File: config.mk
export PLATFORM = sky130hd
export DESIGN_NAME = video_timing_recover_flat
export DESIGN_NICKNAME = d
export VERILOG_FILES = /design/src/rtl/video_timing_recover_if.sv /design/src/rtl/video_timing_recover.sv /design/src/flat_wrapper.sv
export SDC_FILE = /design/constraint.sdc
export NUM_CORES = 1
export LEC_CHECK = 0
export CORE_MARGIN = 3
export CORE_UTILIZATION = 52
export DETAILED_ROUTE_END_ITERATION = 16
export HOLD_SLACK_MARGIN = 0.06
export PLACE_DENSITY = 0.76
export SYNTH_ARGS = -nofsm -noshare
export SYNTH_HDL_FRONTEND = slang
export SYNTH_SLANG_ARGS = --single-unit
File: constraint.sdc
create_clock -name pixel_clk_in -period 2.7 [get_ports pixel_clk_in]
set_input_delay 0.27 -clock pixel_clk_in [delete_from_list [all_inputs] [get_ports pixel_clk_in]]
set_output_delay 0.27 -clock pixel_clk_in [all_outputs]
set_load 0.02 [all_outputs]
File: src/rtl/video_timing_recover_if.sv
// Video timing bus: raw syncs in, recovered counts,
// measurements and lock status out.
interface video_timing_recover_if #(
  parameter int HW = 12,
  parameter int VW = 11
);
  logic          hs_in;
  logic          vs_in;
  logic          ad_in;
  logic [HW-1:0] hcount_out;
  logic [VW-1:0] vcount_out;
  logic          ad_out;
  logic [HW-1:0] h_active_out;
  logic [HW-1:0] h_total_out;
  logic [VW-1:0] v_active_out;
  logic [VW-1:0] v_total_out;
  logic          locked_out;
  logic          nf_out;
  logic [5:0]    fc_out;

  modport master (
    output hs_in,
    output vs_in,
    output ad_in,
    input  hcount_out,
    input  vcount_out,
    input  ad_out,
    input  h_active_out,
    input  h_total_out,
    input  v_active_out,
    input  v_total_out,
    input  locked_out,
    input  nf_out,
    input  fc_out
  );

  modport slave (
    input  hs_in,
    input  vs_in,
    input  ad_in,
    output hcount_out,
    output vcount_out,
    output ad_out,
    output h_active_out,
    output h_total_out,
    output v_active_out,
    output v_total_out,
    output locked_out,
    output nf_out,
    output fc_out
  );
endinterface

File: src/rtl/video_timing_recover.sv
// Recovers pixel/line position from hs/vs/ad, measures
// frame geometry and locks once it is stable.
module video_timing_recover #(
  parameter int HW          = 12,
  parameter int VW          = 11,
  parameter int FPS         = 60,
  parameter int LOCK_FRAMES = 2,
  parameter int WD_W        = 24
) (
  input logic pixel_clk_in,
  input logic rst_n_in,
  video_timing_recover_if.slave bus
);

  localparam int MW =
    (LOCK_FRAMES < 2) ? 1 : $clog2(LOCK_FRAMES);
  localparam logic [MW-1:0] M_LAST =
    MW'(LOCK_FRAMES - 1);
  localparam logic [HW-1:0] H_MAX = '1;
  localparam logic [VW-1:0] V_MAX = '1;
  localparam logic [WD_W-1:0] WD_MAX = '1;
  localparam logic [5:0] FC_LAST = 6'(FPS - 1);

  typedef enum logic [1:0] {
    SEARCH,
    MEASURE,
    LOCKED
  } state_t;

  state_t state, state_n;

  logic hs_q, vs_q, ad_q;
  logic hs_rise, vs_rise, ad_rise, ad_fall;

  logic [HW-1:0] hcount;
  logic [VW-1:0] vcount;
  logic          ad_d;
  logic          first_pend;
  logic          line_seen;

  logic [HW-1:0] cnt_ha, meas_ha;
  logic [HW-1:0] cnt_ht, meas_ht;
  logic [VW-1:0] cnt_va, cnt_vt;

  logic [HW-1:0] h_active, h_total;
  logic [VW-1:0] v_active, v_total;

  logic [WD_W-1:0] wd;
  logic [MW-1:0]   mcnt, mcnt_n;
  logic            have_prev, have_prev_n;
  logic            nf, nf_n;
  logic [5:0]      fc;
  logic            upd;

  logic frame_match;
  logic ht_bad;
  logic wd_exp;

  assign hs_rise = bus.hs_in & ~hs_q;
  assign vs_rise = bus.vs_in & ~vs_q;
  assign ad_rise = bus.ad_in & ~ad_q;
  assign ad_fall = ~bus.ad_in & ad_q;

  assign frame_match = (meas_ha == h_active)
                    && (meas_ht == h_total)
                    && (cnt_va == v_active)
                    && (cnt_vt == v_total);

  // A vs rise starts a new frame, so its ad rise is never
  // compared against the line length.
  assign ht_bad = ad_rise && line_seen && !vs_rise
               && (cnt_ht != h_total);

  assign wd_exp = (wd == WD_MAX) && !vs_rise;

  always_ff @(posedge pixel_clk_in or negedge rst_n_in) begin
    if (!rst_n_in) begin
      hs_q       <= 1'b0;
      vs_q       <= 1'b0;
      ad_q       <= 1'b0;
      ad_d       <= 1'b0;
      hcount     <= '0;
      vcount     <= '0;
      first_pend <= 1'b0;
      line_seen  <= 1'b0;
    end else begin
      hs_q <= bus.hs_in;
      vs_q <= bus.vs_in;
      ad_q <= bus.ad_in;
      ad_d <= bus.ad_in;

      if (ad_rise)
        hcount <= '0;
      else if (hcount != H_MAX)
        hcount <= hcount + 1'b1;

      if (ad_rise) begin
        if (vs_rise || first_pend)
          vcount <= '0;
        else if (vcount != V_MAX)
          vcount <= vcount + 1'b1;
      end

      if (vs_rise)
        first_pend <= !ad_rise;
      else if (ad_rise)
        first_pend <= 1'b0;

      if (vs_rise)
        line_seen <= ad_rise;
      else if (ad_rise)
        line_seen <= 1'b1;
    end
  end

  always_ff @(posedge pixel_clk_in or negedge rst_n_in) begin
    if (!rst_n_in) begin
      cnt_ha  <= '0;
      meas_ha <= '0;
      cnt_ht  <= '0;
      meas_ht <= '0;
      cnt_va  <= '0;
      cnt_vt  <= '0;
      wd      <= '0;
    end else begin
      if (ad_rise)
        cnt_ha <= HW'(1);
      else if (bus.ad_in && cnt_ha != H_MAX)
        cnt_ha <= cnt_ha + 1'b1;

      if (ad_fall)
        meas_ha <= cnt_ha;

      if (ad_rise)
        cnt_ht <= HW'(1);
      else if (cnt_ht != H_MAX)
        cnt_ht <= cnt_ht + 1'b1;

      if (ad_rise && line_seen && !vs_rise)
        meas_ht <= cnt_ht;

      if (vs_rise)
        cnt_va <= VW'(ad_rise);
      else if (ad_rise && cnt_va != V_MAX)
        cnt_va <= cnt_va + 1'b1;

      if (vs_rise)
        cnt_vt <= VW'(hs_rise);
      else if (hs_rise && cnt_vt != V_MAX)
        cnt_vt <= cnt_vt + 1'b1;

      if (vs_rise)
        wd <= '0;
      else if (wd != WD_MAX)
        wd <= wd + 1'b1;
    end
  end

  always_ff @(posedge pixel_clk_in or negedge rst_n_in) begin
    if (!rst_n_in) begin
      state     <= SEARCH;
      mcnt      <= '0;
      have_prev <= 1'b0;
    end else begin
      state     <= state_n;
      mcnt      <= mcnt_n;
      have_prev <= have_prev_n;
    end
  end

  always_comb begin
    state_n     = state;
    mcnt_n      = mcnt;
    have_prev_n = have_prev;
    upd         = 1'b0;
    nf_n        = 1'b0;
    if (wd_exp) begin
      state_n     = SEARCH;
      mcnt_n      = '0;
      have_prev_n = 1'b0;
    end else begin
      unique case (state)
        SEARCH: begin
          if (vs_rise)
            state_n = MEASURE;
        end
        MEASURE: begin
          if (vs_rise) begin
            upd         = 1'b1;
            have_prev_n = 1'b1;
            if (have_prev && frame_match) begin
              mcnt_n = mcnt + MW'(1);
              if (mcnt_n >= M_LAST)
                state_n = LOCKED;
            end else begin
              mcnt_n = '0;
            end
          end
        end
        LOCKED: begin
          if (vs_rise) begin
            nf_n = 1'b1;
            if (frame_match) begin
              upd = 1'b1;
            end else begin
              state_n     = SEARCH;
              mcnt_n      = '0;
              have_prev_n = 1'b0;
            end
          end else if (ht_bad) begin
            state_n     = SEARCH;
            mcnt_n      = '0;
            have_prev_n = 1'b0;
          end
        end
        default: begin
          state_n     = SEARCH;
          mcnt_n      = '0;
          have_prev_n = 1'b0;
        end
      endcase
    end
  end

  always_ff @(posedge pixel_clk_in or negedge rst_n_in) begin
    if (!rst_n_in) begin
      h_active <= '0;
      h_total  <= '0;
      v_active <= '0;
      v_total  <= '0;
      nf       <= 1'b0;
      fc       <= '0;
    end else begin
      if (upd) begin
        h_active <= meas_ha;
        h_total  <= meas_ht;
        v_active <= cnt_va;
        v_total  <= cnt_vt;
      end
      nf <= nf_n;
      if (nf_n)
        fc <= (fc == FC_LAST) ? '0 : fc + 1'b1;
    end
  end

  assign bus.hcount_out   = hcount;
  assign bus.vcount_out   = vcount;
  assign bus.ad_out       = ad_d;
  assign bus.h_active_out = h_active;
  assign bus.h_total_out  = h_total;
  assign bus.v_active_out = v_active;
  assign bus.v_total_out  = v_total;
  assign bus.locked_out   = (state == LOCKED);
  assign bus.nf_out       = nf;
  assign bus.fc_out       = fc;

endmodule

File: src/flat_wrapper.sv
// flat-port wrapper written by rule: the top's interface ports become plain ports
module video_timing_recover_flat 
#(
  parameter int HW          = 12,
  parameter int VW          = 11,
  parameter int FPS         = 60,
  parameter int LOCK_FRAMES = 2,
  parameter int WD_W        = 24
)
  (pixel_clk_in, rst_n_in, bus_hs_in, bus_vs_in, bus_ad_in, bus_hcount_out, bus_vcount_out, bus_ad_out, bus_h_active_out, bus_h_total_out, bus_v_active_out, bus_v_total_out, bus_locked_out, bus_nf_out, bus_fc_out);
  video_timing_recover_if #(.HW(HW), .VW(VW)) bus_i ();
  input logic pixel_clk_in;
  input logic rst_n_in;
  input wire logic [$bits(bus_i.hs_in)-1:0] bus_hs_in;
  input wire logic [$bits(bus_i.vs_in)-1:0] bus_vs_in;
  input wire logic [$bits(bus_i.ad_in)-1:0] bus_ad_in;
  output wire logic [$bits(bus_i.hcount_out)-1:0] bus_hcount_out;
  output wire logic [$bits(bus_i.vcount_out)-1:0] bus_vcount_out;
  output wire logic [$bits(bus_i.ad_out)-1:0] bus_ad_out;
  output wire logic [$bits(bus_i.h_active_out)-1:0] bus_h_active_out;
  output wire logic [$bits(bus_i.h_total_out)-1:0] bus_h_total_out;
  output wire logic [$bits(bus_i.v_active_out)-1:0] bus_v_active_out;
  output wire logic [$bits(bus_i.v_total_out)-1:0] bus_v_total_out;
  output wire logic [$bits(bus_i.locked_out)-1:0] bus_locked_out;
  output wire logic [$bits(bus_i.nf_out)-1:0] bus_nf_out;
  output wire logic [$bits(bus_i.fc_out)-1:0] bus_fc_out;
  assign bus_i.hs_in = bus_hs_in;
  assign bus_i.vs_in = bus_vs_in;
  assign bus_i.ad_in = bus_ad_in;
  assign bus_hcount_out = bus_i.hcount_out;
  assign bus_vcount_out = bus_i.vcount_out;
  assign bus_ad_out = bus_i.ad_out;
  assign bus_h_active_out = bus_i.h_active_out;
  assign bus_h_total_out = bus_i.h_total_out;
  assign bus_v_active_out = bus_i.v_active_out;
  assign bus_v_total_out = bus_i.v_total_out;
  assign bus_locked_out = bus_i.locked_out;
  assign bus_nf_out = bus_i.nf_out;
  assign bus_fc_out = bus_i.fc_out;
  video_timing_recover #(.HW(HW), .VW(VW), .FPS(FPS), .LOCK_FRAMES(LOCK_FRAMES), .WD_W(WD_W)) u_core (.pixel_clk_in(pixel_clk_in), .rst_n_in(rst_n_in), .bus(bus_i));
endmodule
==> impl_results.md <==
* CP top delay family: simple AND/OR/NAND/NOR gates
* Reg-to-reg critical path startpoint: u_core.bus.h_total_out[9]$_DFFE_PN0P_
* Slowest stage delay, CP at roughly 550 ps
* Diodes inserted at 0
* Cell Area, Synth at 8980 µm²
* Hold path cells at 1
* Synth Instances at a little over 800
* CTS H-Tree Depth at 4
* Post-synth cell types at 61
* Final core occ at 0.646
* YS warnings at 0
* CP bufs+invs at 2
* Max-cap check violation count at 0
* Worst Hold Launch: bus_hs_in
* Iter 0 DRT Violations at between 400 and 500
* Count of final hold-check violations at 0
* Vias per inst at 5.58
* Hold Path Class: input port to flop
* Worst slew margin relative to its limit at 0.517
* VDD IR max at between 500 and 600 µV
* WS Path Type: flop to flop
* Max Fanout on Critical Path at 8
* Antenna violations before repair at 0
* Layout cells sized above 1 at 0.168
* P_leak at 4.88 nW
* Status: finished, final reports clean
* Mean post-synth cell area at 11.1 µm²
* Min Tclk post-route at roughly 2700 ps
* Slew @ Worst Pin at 724 ps
* Via count at between 6000 and 7000
* CTS tree: yes
* First-pass DRT Iterations at 5
* Crit. End Element: flop
* Layout area overhead at 20.6%
* Die area at 18900 µm²
* Post-synth EDFFs at 0
* RR Endpoint: u_core.bus.h_total_out[7]$_DFFE_PN0P_
* Final Skew at 15.2 ps
* Crit path DAT at slightly below 3000 ps
* Num rows at 47
* Fin crit share at 0.984
* Worst r2r path cells at 8
* First-pass GRT wire length at approximately 33000 µm
* Wire length per cell at 17.5 µm
* Critical path startpoint category: flop
* Largest net degree at the start of global routing at 76
* Pwr per Cell Area at 731 nW/µm²
* Routability congestion estimate from global placement at 0.881
* Synthesized flop and latch total at 179
* Vias in the first global route at approximately 6300
* Sink Count at 179
* Final Power at 7.92 mW
* Setup Viol. Count Final at 0
* Die H at 137 µm
* Slowest stage cell, crit path: or4_4
* # DRC at 0
* WL final at ~20000 µm
* Req. time, crit path at 3020 ps
* Tot GR Track Use at 0.222
* Clk slew on worst S/H paths at 70 ps
* Final HPWL DP at between 10000 and 15000 µm
* Crit path cell chain: xor2_1, or4_4, nor4_4, nand4_2, a21oi_4, buf_12, buf_6, mux2_4
* Async SR Flop Fraction at 1.00
* Post-DRT Antenna Nets at 0
* PortBufs at a little over 80
* CTS Buf Count at 17
* Min-Delay Endpoint: u_core.hs_q$_DFF_PN0_
* GRT overflow at 0
* Reg2reg setup slack at 40 ps
* Clock Path Buffers at 2
* Syn_nets at 826
* Final layout net count at 934
* Num ports at 83
* Share of the yosys chip area belonging to registers at 0.499
* Core area at 16800 µm²
* Insertion delay to the later sink of the worst-skew pair at 440 ps
* Fmax at 377 MHz
* Die W at 137 µm
* Initial Util at 0.536
* Clock root buffer: clkbuf_16
* Most used DFF post-synth: dfrtp_1
* Max Slew Vio Count at 0
-- cell usage in the layout, fill, tap and decap left out, types with 12 or more instances in the layout --
master           count
a21oi_1             17
buf_4               31
nor2_1              88
clkbuf_16           19
o21ai_0             24
clkdlybuf4s50_1     81
ha_1                12
nand4_1             38
xor2_1              74
nand3_1             35
xnor2_1             46
mux2_4              40
or3_1               12
mux2_2              29
nor3_1              16
dfrtp_1            177
nand2_1             59
inv_1               13
-- cells by family (layout without fill, tap and decap cells) --
group / count (synthesis) / count (layout) / share of synthesized area
AND/OR/NAND/NOR: 307 / 307 / 0.175
multiplexers: 75 / 75 / 0.110
adder cells (fa/ha/maj): 12 / 12 / 0.0167
XOR/XNOR: 120 / 120 / 0.117
flip-flops: 179 / 179 / 0.499
buffers and inverters: 45 / 166 / 0.0298
AO/OA/AOI/OAI: 71 / 71 / 0.0525
-- cell type report --
type | count | area [µm²]
Tap cell | 220 | 275
Timing Repair Buffer | 121 | 1200
Fill cell | 1315 | 5930
Sequential cell | 179 | 4480
Clock buffer | 18 | 429
Inverter | 13 | 48.8
Multi-Input combinational cell | 585 | 4260
Clock inverter | 14 | 141
-- where the power goes --
| group | switching [mW] | internal [mW] | leakage, nW |
|---|---|---|---|
| Sequential | 0.396 | 2.99 | 2.43 |
| Clock | 1.16 | 1.23 | 0.278 |
| Combinational | 1.09 | 1.05 | 2.18 |
-- registers in the layout, indices dropped and copies added (netlist names), 2 cells and up --
register and cells:
u_core.state 2, u_core.cnt_ha 12, u_core.meas_ha 12, u_core.bus.vcount_out 11, u_core.cnt_vt 11, u_core.bus.fc_out 6
u_core.cnt_ht 12, u_core.wd 24, u_core.meas_ht 12, u_core.bus.v_total_out 11, u_core.bus.hcount_out 12, u_core.cnt_va 11
u_core.bus.h_total_out 12, u_core.bus.v_active_out 11, u_core.bus.h_active_out 12
-- Yosys cell counts (4+ instances only) --
master | instances | area share
and3_1 | 9 | 0.0063
nand4_1 | 38 | 0.026
mux2_4 | 40 | 0.067
ha_1 | 12 | 0.017
dfrtp_1 | 179 | 0.50
clkbuf_1 | 18 | 0.0075
nor2_1 | 88 | 0.037
buf_6 | 4 | 0.0050
nand3_1 | 35 | 0.020
mux2i_1 | 5 | 0.0056
mux2_2 | 29 | 0.036
nand2_1 | 59 | 0.025
or3_1 | 12 | 0.0084
o21ai_0 | 24 | 0.013
a21oi_1 | 17 | 0.0095
buf_12 | 4 | 0.0089
nor4_1 | 9 | 0.0063
nor3_1 | 16 | 0.0089
a41oi_1 | 4 | 0.0039
and2_1 | 5 | 0.0035
xor2_1 | 74 | 0.072
nand2b_1 | 5 | 0.0035
and4_1 | 9 | 0.0088
xnor2_1 | 46 | 0.045
inv_1 | 13 | 0.0054
-- what timing repair did --
action                     CTS  global route
gates resized for setup      0             5
buffers inserted             0             1
hold buffers                 1             0
hold endpoints to repair    70             0
setup endpoints to repair    0            25
-- routing by layer --
metal / vias up / wire [µm] / track usage
li1: 3063 / - / -
met1: 3198 / 9280 / 0.313
met2: 141 / 9680 / 0.353
met3: 18 / 973 / 0.0489
met4: 0 / 221 / 0.0521
met5: - / 0 / 0
-- how the worst max path moves through the flow --
stage	slack [ps]	from	depth (start not counted)	end
final	40	u_core.bus.h_total_out[9]$_DFFE_PN0P_	8	u_core.bus.h_total_out[7]$_DFFE_PN0P_
after global routing	-2	u_core.cnt_vt[7]$_DFFE_PN0P_	8	u_core.bus.h_active_out[11]$_DFFE_PN0P_
after CTS	50	u_core.bus.h_total_out[9]$_DFFE_PN0P_	7	u_core.bus.h_active_out[11]$_DFFE_PN0P_
after detailed placement	70	u_core.bus.h_total_out[9]$_DFFE_PN0P_	7	u_core.bus.h_active_out[11]$_DFFE_PN0P_
after global placement	130	u_core.bus.h_total_out[9]$_DFFE_PN0P_	7	u_core.bus.h_active_out[11]$_DFFE_PN0P_
after floorplan	6	u_core.bus.h_total_out[1]$_DFFE_PN0P_	7	u_core.bus.h_total_out[9]$_DFFE_PN0P_
-- metrics by stage --
step	instances	TNS, ps	setup slack, ps	area (µm²)	hold slack [ps]
4_1_cts	1146	0	50.7	10700	303
5_1_grt	1150	-5.08	-2.03	10800	317
2_1_floorplan	809	0	5.57	8980	-25.6
3_3_place_gp	1113	0	135	10100	340
6_report	1150	0	44.3	10800	312
3_5_place_dp	1113	0	66.1	10100	340
Power figures use the tool's default switching activity.
